## src/rtl/inst_assembler_pkg.sv

```systemverilog
// -----------------------------------------------------------------------------
// inst_assembler_pkg
// Shared definitions for the RISC-V instruction assembler:
//   - IMM_* format codes (same encoding the decoder uses for its immediate
//     generator, so a tuple can be round-tripped through it unchanged)
//   - base opcode constants
//   - fields_t: one decoded field tuple as presented on the input stream
//   - fmt_e / classify_fmt: collapses the 3-bit format code to a format class
//   - fits_signed: "upper bits are a pure sign extension" range test
// -----------------------------------------------------------------------------
package inst_assembler_pkg;

    // Immediate format codes shared with the decoder's immediate generator.
    // Any code not listed here selects an R-type (register-register) word.
    localparam logic [2:0] IMM_I = 3'd0;
    localparam logic [2:0] IMM_S = 3'd1;
    localparam logic [2:0] IMM_B = 3'd2;
    localparam logic [2:0] IMM_U = 3'd3;
    localparam logic [2:0] IMM_J = 3'd4;

    // Base opcodes (inst[6:0]).
    localparam logic [6:0] OPC_LOAD   = 7'h03;
    localparam logic [6:0] OPC_OP_IMM = 7'h13;
    localparam logic [6:0] OPC_AUIPC  = 7'h17;
    localparam logic [6:0] OPC_STORE  = 7'h23;
    localparam logic [6:0] OPC_OP     = 7'h33;
    localparam logic [6:0] OPC_LUI    = 7'h37;
    localparam logic [6:0] OPC_BRANCH = 7'h63;
    localparam logic [6:0] OPC_JALR   = 7'h67;
    localparam logic [6:0] OPC_JAL    = 7'h6F;

    typedef enum logic [2:0] {
        FMT_R,
        FMT_I,
        FMT_S,
        FMT_B,
        FMT_U,
        FMT_J
    } fmt_e;

    typedef struct packed {
        logic [2:0]  fmt;
        logic [6:0]  opcode;
        logic [4:0]  rd;
        logic [4:0]  rs1;
        logic [4:0]  rs2;
        logic [2:0]  funct3;
        logic [6:0]  funct7;
        logic [31:0] imm;
    } fields_t;

    function automatic fmt_e classify_fmt(logic [2:0] code);
        fmt_e f;
        case (code)
            IMM_I:   f = FMT_I;
            IMM_S:   f = FMT_S;
            IMM_B:   f = FMT_B;
            IMM_U:   f = FMT_U;
            IMM_J:   f = FMT_J;
            default: f = FMT_R;
        endcase
        return f;
    endfunction

    // True when v[31:msb] are all equal, i.e. v is representable as a signed
    // (msb+1)-bit value. An arithmetic shift leaves all-zeros or all-ones
    // exactly in that case.
    function automatic logic fits_signed(logic [31:0] v, int unsigned msb);
        logic [31:0] hi;
        hi = $unsigned($signed(v) >>> msb);
        return (hi == '0) || (hi == '1);
    endfunction

endpackage

```

## src/rtl/inst_assembler_if.sv

```systemverilog
// -----------------------------------------------------------------------------
// inst_assembler_if
// Stream interface of the instruction assembler.
//   Input stream  : in_valid / in_ready handshake carrying one field tuple
//                   (fmt, opcode, rd, rs1, rs2, funct3, funct7, imm).
//   Output stream : out_valid / out_ready handshake carrying the encoded word
//                   (out_data) and its instruction-memory word address.
// Modports:
//   slave  - the assembler (consumes tuples, produces words)
//   master - the producer/consumer side (program loader, memory writer)
// -----------------------------------------------------------------------------
interface inst_assembler_if #(
    parameter int ADDR_W = 10
);
    logic              in_valid;
    logic              in_ready;
    logic [2:0]        fmt;
    logic [6:0]        opcode;
    logic [4:0]        rd;
    logic [4:0]        rs1;
    logic [4:0]        rs2;
    logic [2:0]        funct3;
    logic [6:0]        funct7;
    logic [31:0]       imm;

    logic              out_valid;
    logic              out_ready;
    logic [ADDR_W-1:0] out_addr;
    logic [31:0]       out_data;

    modport slave (
        input  in_valid, fmt, opcode, rd, rs1, rs2, funct3, funct7, imm,
        output in_ready,
        output out_valid, out_addr, out_data,
        input  out_ready
    );

    modport master (
        output in_valid, fmt, opcode, rd, rs1, rs2, funct3, funct7, imm,
        input  in_ready,
        input  out_valid, out_addr, out_data,
        output out_ready
    );

endinterface

```

## src/rtl/inst_assembler_pack.sv

```systemverilog
// -----------------------------------------------------------------------------
// inst_pack
// Purely combinational RISC-V field packer: builds the 32-bit instruction word
// for one field tuple and reports whether its immediate is representable in
// the selected format.
// Ports:
//   i_fields  in   fields_t  decoded tuple (format code, registers, functs, imm)
//   o_word    out  32        encoded instruction word
//   o_legal   out  1         immediate fits the format (always 1 for R-type)
// -----------------------------------------------------------------------------
module inst_pack
    import inst_assembler_pkg::*;
(
    input  fields_t     i_fields,
    output logic [31:0] o_word,
    output logic        o_legal
);

    logic [31:0] w_imm;

    assign w_imm = i_fields.imm;

    always_comb begin
        // NOTE: every output gets a default before the case so no path leaves
        // it unassigned; a missing default here would infer a latch.
        o_word  = '0;
        o_legal = 1'b1;

        case (classify_fmt(i_fields.fmt))
            FMT_I: begin
                o_word  = {w_imm[11:0], i_fields.rs1, i_fields.funct3,
                           i_fields.rd, i_fields.opcode};
                o_legal = fits_signed(w_imm, 11);
            end
            FMT_S: begin
                o_word  = {w_imm[11:5], i_fields.rs2, i_fields.rs1,
                           i_fields.funct3, w_imm[4:0], i_fields.opcode};
                o_legal = fits_signed(w_imm, 11);
            end
            FMT_B: begin
                // Branch offsets are in half-words: bit 0 is implicit and
                // must be zero, bit 12 is the sign.
                o_word  = {w_imm[12], w_imm[10:5], i_fields.rs2, i_fields.rs1,
                           i_fields.funct3, w_imm[4:1], w_imm[11],
                           i_fields.opcode};
                o_legal = !w_imm[0] && fits_signed(w_imm, 12);
            end
            FMT_U: begin
                // The caller passes the full upper immediate; any set bit in
                // the low 12 bits would be silently lost.
                o_word  = {w_imm[31:12], i_fields.rd, i_fields.opcode};
                o_legal = (w_imm[11:0] == 12'h000);
            end
            FMT_J: begin
                o_word  = {w_imm[20], w_imm[10:1], w_imm[11], w_imm[19:12],
                           i_fields.rd, i_fields.opcode};
                o_legal = !w_imm[0] && fits_signed(w_imm, 20);
            end
            default: begin
                // R-type carries no immediate; imm is ignored.
                o_word  = {i_fields.funct7, i_fields.rs2, i_fields.rs1,
                           i_fields.funct3, i_fields.rd, i_fields.opcode};
                o_legal = 1'b1;
            end
        endcase
    end

endmodule

```

## src/rtl/inst_assembler.sv

```systemverilog
// -----------------------------------------------------------------------------
// inst_assembler
// Streaming RISC-V instruction encoder for the debug/program-loader path.
// Accepts decoded field tuples, packs them into instruction words and emits
// them with auto-incrementing instruction-memory word addresses through a
// single output register stage. Tuples whose immediate does not fit their
// format are consumed but dropped, and raise a sticky error flag.
// Ports:
//   clk        in   1       rising-edge clock
//   rstn       in   1       synchronous active-low reset
//   bus        slave        tuple input stream and word output stream
//   base_load  in   1       load the address counter from base_addr
//   base_addr  in   ADDR_W  new start address
//   err        out  1       sticky range error, cleared by err_clr
//   err_clr    in   1       clear err (a same-cycle new error wins)
//   wrap       out  1       sticky, set when the address counter wraps
// -----------------------------------------------------------------------------
module inst_assembler
    import inst_assembler_pkg::*;
#(
    parameter int          ADDR_W   = 10,
    parameter int unsigned BASE_RST = 0
) (
    input  logic              clk,
    input  logic              rstn,
    inst_assembler_if.slave   bus,
    input  logic              base_load,
    input  logic [ADDR_W-1:0] base_addr,
    output logic              err,
    input  logic              err_clr,
    output logic              wrap
);

    localparam logic [ADDR_W-1:0] ADDR_RST  = ADDR_W'(BASE_RST);
    localparam logic [ADDR_W-1:0] ADDR_LAST = '1;

    fields_t           w_fields;
    logic [31:0]       w_word;
    logic              w_legal;
    logic              w_in_ready;
    logic              w_fire;
    logic              w_load;
    logic              w_reject;

    logic              r_out_valid;
    logic [31:0]       r_out_data;
    logic [ADDR_W-1:0] r_out_addr;
    logic [ADDR_W-1:0] r_cnt;
    logic              r_err;
    logic              r_wrap;

    assign w_fields = '{
        fmt:    bus.fmt,
        opcode: bus.opcode,
        rd:     bus.rd,
        rs1:    bus.rs1,
        rs2:    bus.rs2,
        funct3: bus.funct3,
        funct7: bus.funct7,
        imm:    bus.imm
    };

    inst_pack u_pack (
        .i_fields (w_fields),
        .o_word   (w_word),
        .o_legal  (w_legal)
    );

    // The single output register can take a new word whenever it is empty or
    // is being drained in this same cycle.
    assign w_in_ready = !r_out_valid || bus.out_ready;
    assign w_fire     = bus.in_valid && w_in_ready;
    assign w_load     = w_fire && w_legal;
    assign w_reject   = w_fire && !w_legal;

    always_ff @(posedge clk) begin
        // NOTE: all state here uses non-blocking assignments so every register
        // samples pre-edge values; e.g. r_out_addr must see r_cnt before its
        // increment in the same edge.
        if (!rstn) begin
            // NOTE: the data/address register is reset too, not just the
            // valid bit, so nothing stale is visible right after reset.
            r_out_valid <= 1'b0;
            r_out_data  <= '0;
            r_out_addr  <= ADDR_RST;
            r_cnt       <= ADDR_RST;
            r_err       <= 1'b0;
            r_wrap      <= 1'b0;
        end else begin
            if (w_load) begin
                r_out_valid <= 1'b1;
                r_out_data  <= w_word;
                r_out_addr  <= r_cnt;
            end else if (bus.out_ready) begin
                r_out_valid <= 1'b0;
            end

            // A base load wins over the increment; the word loaded in the same
            // cycle has already latched the old counter value above.
            if (base_load) begin
                r_cnt <= base_addr;
            end else if (w_load) begin
                r_cnt <= r_cnt + ADDR_W'(1);
            end

            if (w_load && !base_load && (r_cnt == ADDR_LAST)) begin
                r_wrap <= 1'b1;
            end

            if (w_reject) begin
                r_err <= 1'b1;
            end else if (err_clr) begin
                r_err <= 1'b0;
            end
        end
    end

    assign bus.in_ready  = w_in_ready;
    assign bus.out_valid = r_out_valid;
    assign bus.out_data  = r_out_data;
    assign bus.out_addr  = r_out_addr;
    assign err           = r_err;
    assign wrap          = r_wrap;

endmodule

```

## src/flat_wrapper.sv

```systemverilog
// flat-port wrapper written by rule: the top's interface ports become plain ports
module inst_assembler_flat import inst_assembler_pkg::*;
#(
    parameter int          ADDR_W   = 10,
    parameter int unsigned BASE_RST = 0
)
  (clk, rstn, base_load, base_addr, err, err_clr, wrap, bus_in_valid, bus_fmt, bus_opcode, bus_rd, bus_rs1, bus_rs2, bus_funct3, bus_funct7, bus_imm, bus_in_ready, bus_out_valid, bus_out_addr, bus_out_data, bus_out_ready);
  inst_assembler_if #(.ADDR_W(ADDR_W)) bus_i ();
  input  logic clk;
  input  logic rstn;
  input  logic base_load;
  input  logic [ADDR_W-1:0] base_addr;
  output logic err;
  input  logic err_clr;
  output logic wrap;
  input wire logic [$bits(bus_i.in_valid)-1:0] bus_in_valid;
  input wire logic [$bits(bus_i.fmt)-1:0] bus_fmt;
  input wire logic [$bits(bus_i.opcode)-1:0] bus_opcode;
  input wire logic [$bits(bus_i.rd)-1:0] bus_rd;
  input wire logic [$bits(bus_i.rs1)-1:0] bus_rs1;
  input wire logic [$bits(bus_i.rs2)-1:0] bus_rs2;
  input wire logic [$bits(bus_i.funct3)-1:0] bus_funct3;
  input wire logic [$bits(bus_i.funct7)-1:0] bus_funct7;
  input wire logic [$bits(bus_i.imm)-1:0] bus_imm;
  output wire logic [$bits(bus_i.in_ready)-1:0] bus_in_ready;
  output wire logic [$bits(bus_i.out_valid)-1:0] bus_out_valid;
  output wire logic [$bits(bus_i.out_addr)-1:0] bus_out_addr;
  output wire logic [$bits(bus_i.out_data)-1:0] bus_out_data;
  input wire logic [$bits(bus_i.out_ready)-1:0] bus_out_ready;
  assign bus_i.in_valid = bus_in_valid;
  assign bus_i.fmt = bus_fmt;
  assign bus_i.opcode = bus_opcode;
  assign bus_i.rd = bus_rd;
  assign bus_i.rs1 = bus_rs1;
  assign bus_i.rs2 = bus_rs2;
  assign bus_i.funct3 = bus_funct3;
  assign bus_i.funct7 = bus_funct7;
  assign bus_i.imm = bus_imm;
  assign bus_in_ready = bus_i.in_ready;
  assign bus_out_valid = bus_i.out_valid;
  assign bus_out_addr = bus_i.out_addr;
  assign bus_out_data = bus_i.out_data;
  assign bus_i.out_ready = bus_out_ready;
  inst_assembler #(.ADDR_W(ADDR_W), .BASE_RST(BASE_RST)) u_core (.clk(clk), .rstn(rstn), .bus(bus_i), .base_load(base_load), .base_addr(base_addr), .err(err), .err_clr(err_clr), .wrap(wrap));
endmodule
```

## config.mk

```make
export PLATFORM = sky130hd
export DESIGN_NAME = inst_assembler_flat
export DESIGN_NICKNAME = d
export VERILOG_FILES = /design/src/rtl/inst_assembler_pkg.sv /design/src/rtl/inst_assembler_if.sv /design/src/rtl/inst_assembler_pack.sv /design/src/rtl/inst_assembler.sv /design/src/flat_wrapper.sv
export SDC_FILE = /design/constraint.sdc
export NUM_CORES = 1
export LEC_CHECK = 0
export ABC_CLOCK_PERIOD_IN_PS = 3120
export BUFFER_PORTS_ARGS = -buffer_cell sky130_fd_sc_hd__buf_2
export CAP_MARGIN = 0
export CORE_MARGIN = 1.5
export CORE_UTILIZATION = 40
export CTS_CLUSTER_DIAMETER = 30
export DETAILED_ROUTE_END_ITERATION = 6
export PLACE_DENSITY_LB_ADDON = 0.12
export SLEW_MARGIN = 30
export SYNTH_ARGS = -nofsm -noshare
export SYNTH_HDL_FRONTEND = slang
export SYNTH_SLANG_ARGS = --single-unit
```

## constraint.sdc

```tcl
create_clock -name clk -period 3.12 [get_ports clk]
set_input_delay 0.468 -clock clk [delete_from_list [all_inputs] [get_ports clk]]
set_output_delay 0.468 -clock clk [all_outputs]
set_load 0.01 [all_outputs]
```

==> flow_summary.yaml, run 1 <==
pwr:
  p_leak_nw: 1.65
  vdd_ir_drop_max_mv: 0.237
  power.density_nw_per_um2: 406
  finalPower_mw: 1.57
placement:
  place.gp.congestion: 0.847
  dp_hpwl_mm: 6.72
  portBuffers: 128
  dpl_worst_slack_ns: 0.387
worst_setup_path:
  r2r_slack_ns: 1.28
  r2r_start: "u_core.bus.out_valid"
  critPathRequiredTime_ns: 3.33
  crit_fanout: 34
  crit_type: "in -> reg"
  r2r_cells: 5
  cp_data_arrival_time_ns: 2.61
  timing.rr.end: "u_core.bus.out_data[20]"
  crit_path_end_kind: "flip-flop"
  crit_path_start_kind: "input pin"
yosys:
  synth.area.top_cells: "dfxtp_1 36%, a21oi_1 8.6%, mux2i_1 6.3%"
  syn_area_per_cell_um2: 8.05
  synth_seq_area_share: 0.362
  synth_area_um2: 3040
  async_flop_share: 0
  synth-edff-count: 0
  yosysTopAreaCellShare: 0.362
  synth_top_area_cell: "dfxtp_1"
  yosys_warnings: 0
  synthTopCellsByCount: "55 x dfxtp_1, 52 x a21oi_1, 33 x o21ai_0, 27 x nand3_1, 22 x clkbuf_1"
  ys_ff_latch: 55
  synth.most_common_cell: "dfxtp_1"
  synth_ff_type: "dfxtp_1"
  synth_nets: 462
  syn-instance-count: 378
  yosysUniqueCellTypes: 45
min_path:
  hold_path_class: "in -> reg"
  hp-start: "bus_opcode[4]"
  whs_path_depth: 3
  worstHoldEndpoint: "u_core.bus.out_data[4]"
cells_and_area:
  n_antenna_cell: 0
  fillers: 758
  syn_to_final_growth_pct: 27.0
  nets: 572
  drive_gt1_frac: 0.325
route:
  ant_nets: 0
  drtIter0Drc: 136
  firstDrtPassIters: 4
  num_vias: 3301
  wl_per_cell_um: 15.7
  drc: 0
  vias_per_cell: 5.61
  wirelength_mm: 9.22
clock_network:
  root_buffer: "clkbuf_8"
  cts_buffers: 5
  clk_pin_slew_ns: 0.10
  cts_setup_buffers: 0
  htreeDepth: 2
  hold_buffers: 0
  cts_buffer_depth: 2
  cts_sinks: 55
  clock_latency_ns: 0.31
  post_cts_resized: 0
  cts_tree: "built"
sta:
  rsz0062_at_grt: "no"
  layout_min_cycle_time_ns: 2.41
  finalCritPeriodShare: 0.772
  drv_slew: 0
  timing.fmax_ghz: 0.415
  slew_headroom: 0.463
  setup_violations: 0
  fin_worst_skew_ns: 0.00409
  fin_ws_ns: 0.712
  fin_tns_setup_ns: 0
  worst_slew_pin_slew_ns: 0.804
  hold_viol: 0
global_routing:
  grt_max_degree: 46
  grt_pass1_wl_mm: 15.2
  grtUsageTotal: 0.227
  antenna_found_initial: 0
  grt_overflow: 0
  grt_pass1_vias: 3093
floorplan:
  ios: 129
  die_h_um: 90.2
  die_x_um: 90.2
  dieArea_um2: 8140
  start_util: 0.417
  rows: 31
  core_area_um2: 7290
run:
  cap_violations: 0
status:
  status: "finished, final reports clean"
## kinds of logic after synthesis
kind of cell | synth area share
xor+xnor | 0.00288
compound gates | 0.292
simple gates | 0.197
flops | 0.362
fa+ha+maj | 0.00411
mux | 0.0810
buf+inv | 0.0609
## registers in the layout, summed over array words and instances, names as in the netlist
register / cells
u_core.r_cnt: 10
u_core.wrap: 1
u_core.err: 1
u_core.bus.out_data: 32
u_core.bus.out_addr: 10
u_core.bus.out_valid: 1
## final cells by class
cell class / instances / area (µm²) / share of cell area
timing repair buffer: 138 / 728 / 0.189
clock buffer: 7 / 86.3 / 0.0224
clock inverter: 1 / 8.76 / 0.00227
sequential: 55 / 1100 / 0.285
multi-input combinational: 280 / 1780 / 0.462
inverter: 8 / 30.0 / 0.00777
tap: 99 / 124 / 0.0321
## power by group
group	leakage, nW	internal, mW	switching (mW)
registers	0.452	0.746	0.0284
logic	1.15	0.160	0.215
clock network	0.0484	0.183	0.238
total	1.65	1.09	0.481
## metal layers
| metal | GRT usage | routed length (µm) | vias up |
|---|---|---|---|
| li1 | - | - | 1645 |
| met2 | 0.396 | 4570 | 104 |
| met5 | 0 | 0 | - |
| met3 | 0.0474 | 520 | 8 |
| met1 | 0.282 | 4020 | 1544 |
| met4 | 0.0608 | 112 | 0 |
## worst max-delay path, stage by stage
cell and delay (ns):
buf_2 0.13, nor4_4 0.30, nand4_1 0.17, a2111oi_2 0.56
nor4bb_4 0.12, buf_4 0.27, o31a_1 0.32, o311a_1 0.28
## worst max path at each step
stage                     start                      end  slack (ns)  cells after the start
CTS                 bus_imm[17]          u_core.r_cnt[4]        0.73                      8
finish              bus_imm[17]          u_core.r_cnt[4]        0.71                      8
detailed placement  bus_imm[17]          u_core.r_cnt[4]        0.39                      8
global route        bus_imm[17]          u_core.r_cnt[4]        0.58                      8
global placement    bus_imm[26]  u_core.bus.out_data[26]        0.20                      7
floorplan            bus_fmt[2]  u_core.bus.out_data[29]        0.89                      9
## stage by stage
stage	area [µm²]	util	instances	hold slack (ns)
finish	3860	0.530	588	0.397
global route	3860	0.530	588	0.384
CTS	3860	0.530	588	0.390
detailed placement	3770	0.517	580	0.440
global placement	3760	0.516	580	0.434
floorplan	3040	-	378	0.465
## layout by cell type, fill, tap and decap left out, drive strengths merged, types with 3 or more instances in the layout
cell type  netlist  final
a211oi          19     19
a21oi           52     52
a22o             7      7
a311oi           6      6
a31oi            5      5
a32oi            6      6
buf             13    138
clkbuf          22      7
dfxtp           55     55
inv              8      8
mux2             5      5
mux2i           19     19
nand2           18     18
nand2b           6      6
nand3           27     27
nand4            7      7
nor2            19     19
nor2b            3      3
nor3            10     10
nor4            10     10
o21ai           33     33
o22ai            3      3
o311a            4      4
Note: power is estimated with default switching activity, not from simulation.
==> inputs of run 2 (changes only) <==
--- a/config.mk
+++ b/config.mk
@@ -5,7 +5,7 @@
 export SDC_FILE = /design/constraint.sdc
 export NUM_CORES = 1
 export LEC_CHECK = 0
-export ABC_CLOCK_PERIOD_IN_PS = 3120
+export ABC_CLOCK_PERIOD_IN_PS = 2200
 export BUFFER_PORTS_ARGS = -buffer_cell sky130_fd_sc_hd__buf_2
 export CAP_MARGIN = 0
 export CORE_MARGIN = 1.5
==> constraint.sdc (replaced) <==
create_clock -name clk -period 2.2 [get_ports clk]
set_input_delay 0.33 -clock clk [delete_from_list [all_inputs] [get_ports clk]]
set_output_delay 0.33 -clock clk [all_outputs]
set_load 0.01 [all_outputs]
==> flow_summary.yaml, run 2 (synthesis gave the netlist of run 1 again) <==
status:
  status: "finished, final reports clean"
pwr:
  p_sw_frac: 0.316
  internal_power_mw: 1.57
  p_seq_frac: 0.481
  pwr-share-clk: 0.260
  p_leak_nw: 1.84
  combPwrFrac: 0.259
  finalPower_mw: 2.29
  vdd_ir_drop_max_mv: 0.301
  switchingPower_mw: 0.724
  power.density_nw_per_um2: 550
route:
  num_vias: 3481
  ant_nets: 0
  vias_per_cell: 5.56
  drtIter0Drc: 151
  drc: 0
  firstDrtPassIters: 4
  wirelength_mm: 9.77
  wl_per_cell_um: 15.6
floorplan:
  die_x_um: 90.2
  rows: 31
  ios: 129
  die_h_um: 90.2
  start_util: 0.417
  core_area_um2: 7290
  dieArea_um2: 8140
min_path:
  whs_path_depth: 3
  worstHoldEndpoint: "u_core.bus.out_data[2]"
  hold_path_class: "in -> reg"
  hp-start: "bus_opcode[2]"
cells_and_area:
  drive_gt1_frac: 0.376
  nets: 610
  layout_common_cells: "128 x buf_2, 55 x dfxtp_1, 52 x a21oi_1"
  n_antenna_cell: 0
  finalNonFillerCells: 626
  fin_util: 0.571
  multi_input_area_um2: 1780
  fillers: 733
  final_common_cell: "buf_2"
  syn_to_final_growth_pct: 36.9
  final_area_um2: 4170
  largest_register_ffs: 32
  seq_area_um2: 1100
sta:
  rsz0062_at_grt: "no"
  worst_slew_pin_slew_ns: 0.970
  setup_violations: 0
  timing.fmax_ghz: 0.496
  fin_ws_ns: 0.184
  slew_headroom: 0.354
  fin_worst_skew_ns: 0.00324
  layout_min_cycle_time_ns: 2.02
  finalCritPeriodShare: 0.917
  drv_slew: 0
  hold_viol: 0
run:
  cap_violations: 0
placement:
  portBuffers: 128
  dpl_worst_slack_ns: -0.164
  dp_hpwl_mm: 7.36
  dpl_cell_area_um2: 4070
  place.gp.congestion: 0.847
  dp_cells: 618
clock_network:
  post_cts_resized: 0
  cts_buffers: 5
  clk_pin_slew_ns: 0.11
  cts_tree: "built"
  cts_sinks: 55
  cts_buffer_depth: 2
  clock_latency_ns: 0.31
  htreeDepth: 2
  root_buffer: "clkbuf_8"
  cts_setup_buffers: 0
  hold_buffers: 0
worst_setup_path:
  critPathRequiredTime_ns: 2.42
  timing.rr.end: "u_core.bus.out_data[14]"
  crit_fanout: 9
  cp_data_arrival_time_ns: 2.23
  r2r_start: "u_core.bus.out_valid"
  crit_path_end_kind: "flip-flop"
  crit_path_start_kind: "input pin"
  r2r_cells: 5
  crit_type: "in -> reg"
  cp-startpoint: "bus_imm[6]"
  r2r_slack_ns: 0.53
global_routing:
  antenna_found_initial: 0
  gr-usage-met2: 0.411
  grt_max_degree: 34
  grt_pass1_wl_mm: 16.0
  grt_pass1_vias: 3270
  grtUsageTotal: 0.240
  grt_use_met3: 0.0541
  grt_overflow: 0
  grt-busiest-layer: "met2"
  use_met1: 0.301
[run 2: changes by cell type in the layout (fill, tap and decap cells not counted)]
cell | previous run | this run
buf_4 | 9 | 45
buf_12 | 1 | 3
clkbuf_1 | 1 | 0
clkbuf_8 | 6 | 5
clkinv_2 | 0 | 1
clkinv_4 | 1 | 0
clkinvlp_4 | 0 | 1
inv_8 | 0 | 1
nor2_2 | 0 | 1
nor2_4 | 1 | 0
[run 2: layer usage]
metal,part of all wire,vias to the layer above,wire [µm]
met3,0.070,14,682
met5,0,-,0
met1,0.43,1616,4170
met2,0.49,129,4770
li1,-,1722,-
met4,0.016,0,153
[run 2: critical path, stage by stage]
cell	delay [ns]
buf_2	0.09
nor4_1	0.06
buf_4	0.13
a41oi_1	0.20
o22ai_1	0.12
buf_4	0.15
nor4bb_4	0.52
buf_4	0.26
nor3_1	0.06
o311a_1	0.32
[run 2: final cells by class]
type                            count  area share
Multi-Input combinational cell    280       0.427
Clock buffer                        5      0.0165
Sequential cell                    55       0.264
Clock inverter                      3     0.00571
Timing Repair Buffer              176       0.249
Tap cell                           99      0.0297
Inverter                            8     0.00721
[run 2: worst max-delay path by stage]
stage | end | slack [ns] | depth (start not counted)
6_report | u_core.r_cnt[5] | 0.18 | 10
5_1_grt | u_core.bus.out_data[11] | 0.03 | 9
4_1_cts | u_core.r_cnt[5] | 0.17 | 10
3_5_place_dp | u_core.r_cnt[5] | -0.16 | 10
3_3_place_gp | u_core.r_cnt[5] | -0.12 | 10
2_1_floorplan | u_core.bus.out_data[29] | 0.10 | 9
[run 2: per-stage QoR]
step | hold slack [ns] | TNS [ns]
final | 0.249 | 0
after detailed placement | 0.468 | -3.91
after CTS | 0.241 | 0
after global placement | 0.433 | -3.11
after floorplan | 0.465 | 0
after global routing | 0.238 | 0
[run 2: power by group through the flow]
stage	logic, mW	clock network, mW	registers, mW
2_1_floorplan	0.289	0	1.14
3_3_place_gp	0.584	0	1.12
3_5_place_dp	0.591	0	1.12
4_1_cts	0.592	0.607	1.10
5_1_grt	0.651	0.654	1.11
6_report	0.594	0.595	1.10
==> inputs of run 3 (changes only) <==
--- a/config.mk
+++ b/config.mk
@@ -8,9 +8,9 @@
 export ABC_CLOCK_PERIOD_IN_PS = 2200
 export BUFFER_PORTS_ARGS = -buffer_cell sky130_fd_sc_hd__buf_2
 export CAP_MARGIN = 0
-export CORE_MARGIN = 1.5
 export CORE_UTILIZATION = 40
 export CTS_CLUSTER_DIAMETER = 30
+export CTS_CLUSTER_SIZE = 30
 export DETAILED_ROUTE_END_ITERATION = 6
 export PLACE_DENSITY_LB_ADDON = 0.12
 export SLEW_MARGIN = 30
==> flow_summary.yaml, run 3 (synthesis gave the netlist of run 1 again) <==
worst_setup_path:
  crit_type: "in -> reg"
  crit_top_cell: "buf_4"
  max_stage_delay_ns: 0.37
  crit_fanout: 16
  cp_slowest_cell: "a2111oi_2"
  critPathRequiredTime_ns: 2.43
  cp_data_arrival_time_ns: 2.25
  crit_chain: "buf_2, nor4_1, nand3_1, a2111oi_2, buf_4, nand4bb_2, buf_4, a21oi_1, a311oi_1"
  crit_path_start_kind: "input pin"
  crit_path_end_kind: "flip-flop"
pwr:
  p_leak_nw: 1.79
  internal_power_mw: 1.55
  finalPower_mw: 2.26
  pwr-share-clk: 0.260
  vdd_ir_drop_max_mv: 0.276
  switchingPower_mw: 0.711
  power.density_nw_per_um2: 553
  combPwrFrac: 0.252
  p_sw_frac: 0.315
  p_seq_frac: 0.488
placement:
  dpl_cell_area_um2: 3990
  dp_hpwl_mm: 7.04
  portBuffers: 128
  place.gp.congestion: 0.905
sta:
  layout_min_cycle_time_ns: 2.02
  rsz0062_at_grt: "no"
  drv_slew: 0
  hold_viol: 0
  fin_tns_setup_ns: 0
  fin_worst_skew_ns: 0.0103
  finalCritPeriodShare: 0.918
  worst_slew_pin_slew_ns: 0.674
  slew_headroom: 0.550
  fin_hold_ws_ns: 0.248
  setup_violations: 0
  timing.fmax_ghz: 0.495
route:
  ant_nets: 0
  route.met3.wl_um: 602
  wl_per_cell_um: 15.1
  wl_met2_mm: 4.57
  drc: 0
  firstDrtPassIters: 4
  wirelength_mm: 9.32
  num_vias: 3416
  wl_met1_mm: 4.00
  routed.top_layer: "met4"
  drtIter0Drc: 114
  vias_per_cell: 5.53
clock_network:
  post_cts_resized: 0
  cts_tree: "built"
  clock_latency_ns: 0.31
  hold_buffers: 0
  cts_buffer_depth: 2
  cts_setup_buffers: 0
  clk_pin_slew_ns: 0.11
  cts_buffers: 5
  cts_sinks: 55
  htreeDepth: 2
  root_buffer: "clkbuf_8"
cells_and_area:
  fillers: 762
  final_common_cell: "buf_2"
  layout_common_cells: "128 x buf_2, 55 x dfxtp_1, 52 x a21oi_1"
  largest_register_ffs: 32
  final_area_um2: 4080
  n_antenna_cell: 0
  nets: 602
  drive_gt1_frac: 0.366
  syn_to_final_growth_pct: 34.1
run:
  cap_violations: 0
floorplan:
  ios: 129
  start_util: 0.417
  rows: 31
  die_h_um: 89.2
  die_x_um: 89.2
  core_area_um2: 7290
  dieArea_um2: 7960
min_path:
  hold_path_class: "in -> reg"
global_routing:
  grtUsageTotal: 0.235
  grt_pass1_vias: 3014
  grt_max_degree: 38
  grt_pass1_wl_mm: 14.6
  grt_overflow: 0
  antenna_found_initial: 0
status:
  status: "finished, final reports clean"
-- run 3: layer usage --
layer | GRT usage | vias up
met1 | 0.296 | 1576
met4 | 0.0649 | 0
met5 | 0 | -
li1 | - | 1708
met3 | 0.0434 | 15
met2 | 0.412 | 117
-- run 3: critical path: cells and delay by family --
family	cells	cell delay, ns
simple gates	3	0.65
buf+inv	3	0.51
compound gates	3	0.75
-- run 3: final cells by class --
cell class                 instances  area [µm²]  area share
tap                               99         124      0.0304
timing repair buffer             168         953       0.234
clock inverter                     3        22.5     0.00552
sequential                        55        1100       0.270
inverter                           8        30.0     0.00736
multi-input combinational        280        1780       0.436
clock buffer                       5        68.8      0.0169
-- run 3: through the flow --
stage	worst slack [ns]	instances	util
after detailed placement	-0.183	610	0.547
after global placement	-0.123	610	0.547
final	0.181	618	0.559
after floorplan	0.103	378	-
after global routing	0.0248	618	0.559
after CTS	0.172	618	0.559
-- run 3: path summary, 6_finish.rpt --
kind,startpoint,end,slack (ns),cells after the start
setup / recovery,bus_imm[26],u_core.bus.out_data[29],0.18,9
hold / removal,bus_opcode[0],u_core.bus.out_data[0],0.25,3
setup reg to reg,u_core.bus.out_valid,u_core.bus.out_data[18],0.42,5
hold reg to reg,u_core.wrap,u_core.wrap,0.46,2
-- run 3: power by group through the flow --
stage / logic, mW / registers [mW] / clock network [mW]
after floorplan: 0.289 / 1.14 / 0
after global placement: 0.561 / 1.12 / 0
after detailed placement: 0.569 / 1.12 / 0
after CTS: 0.570 / 1.10 / 0.598
after global routing: 0.628 / 1.11 / 0.646
final: 0.569 / 1.10 / 0.588
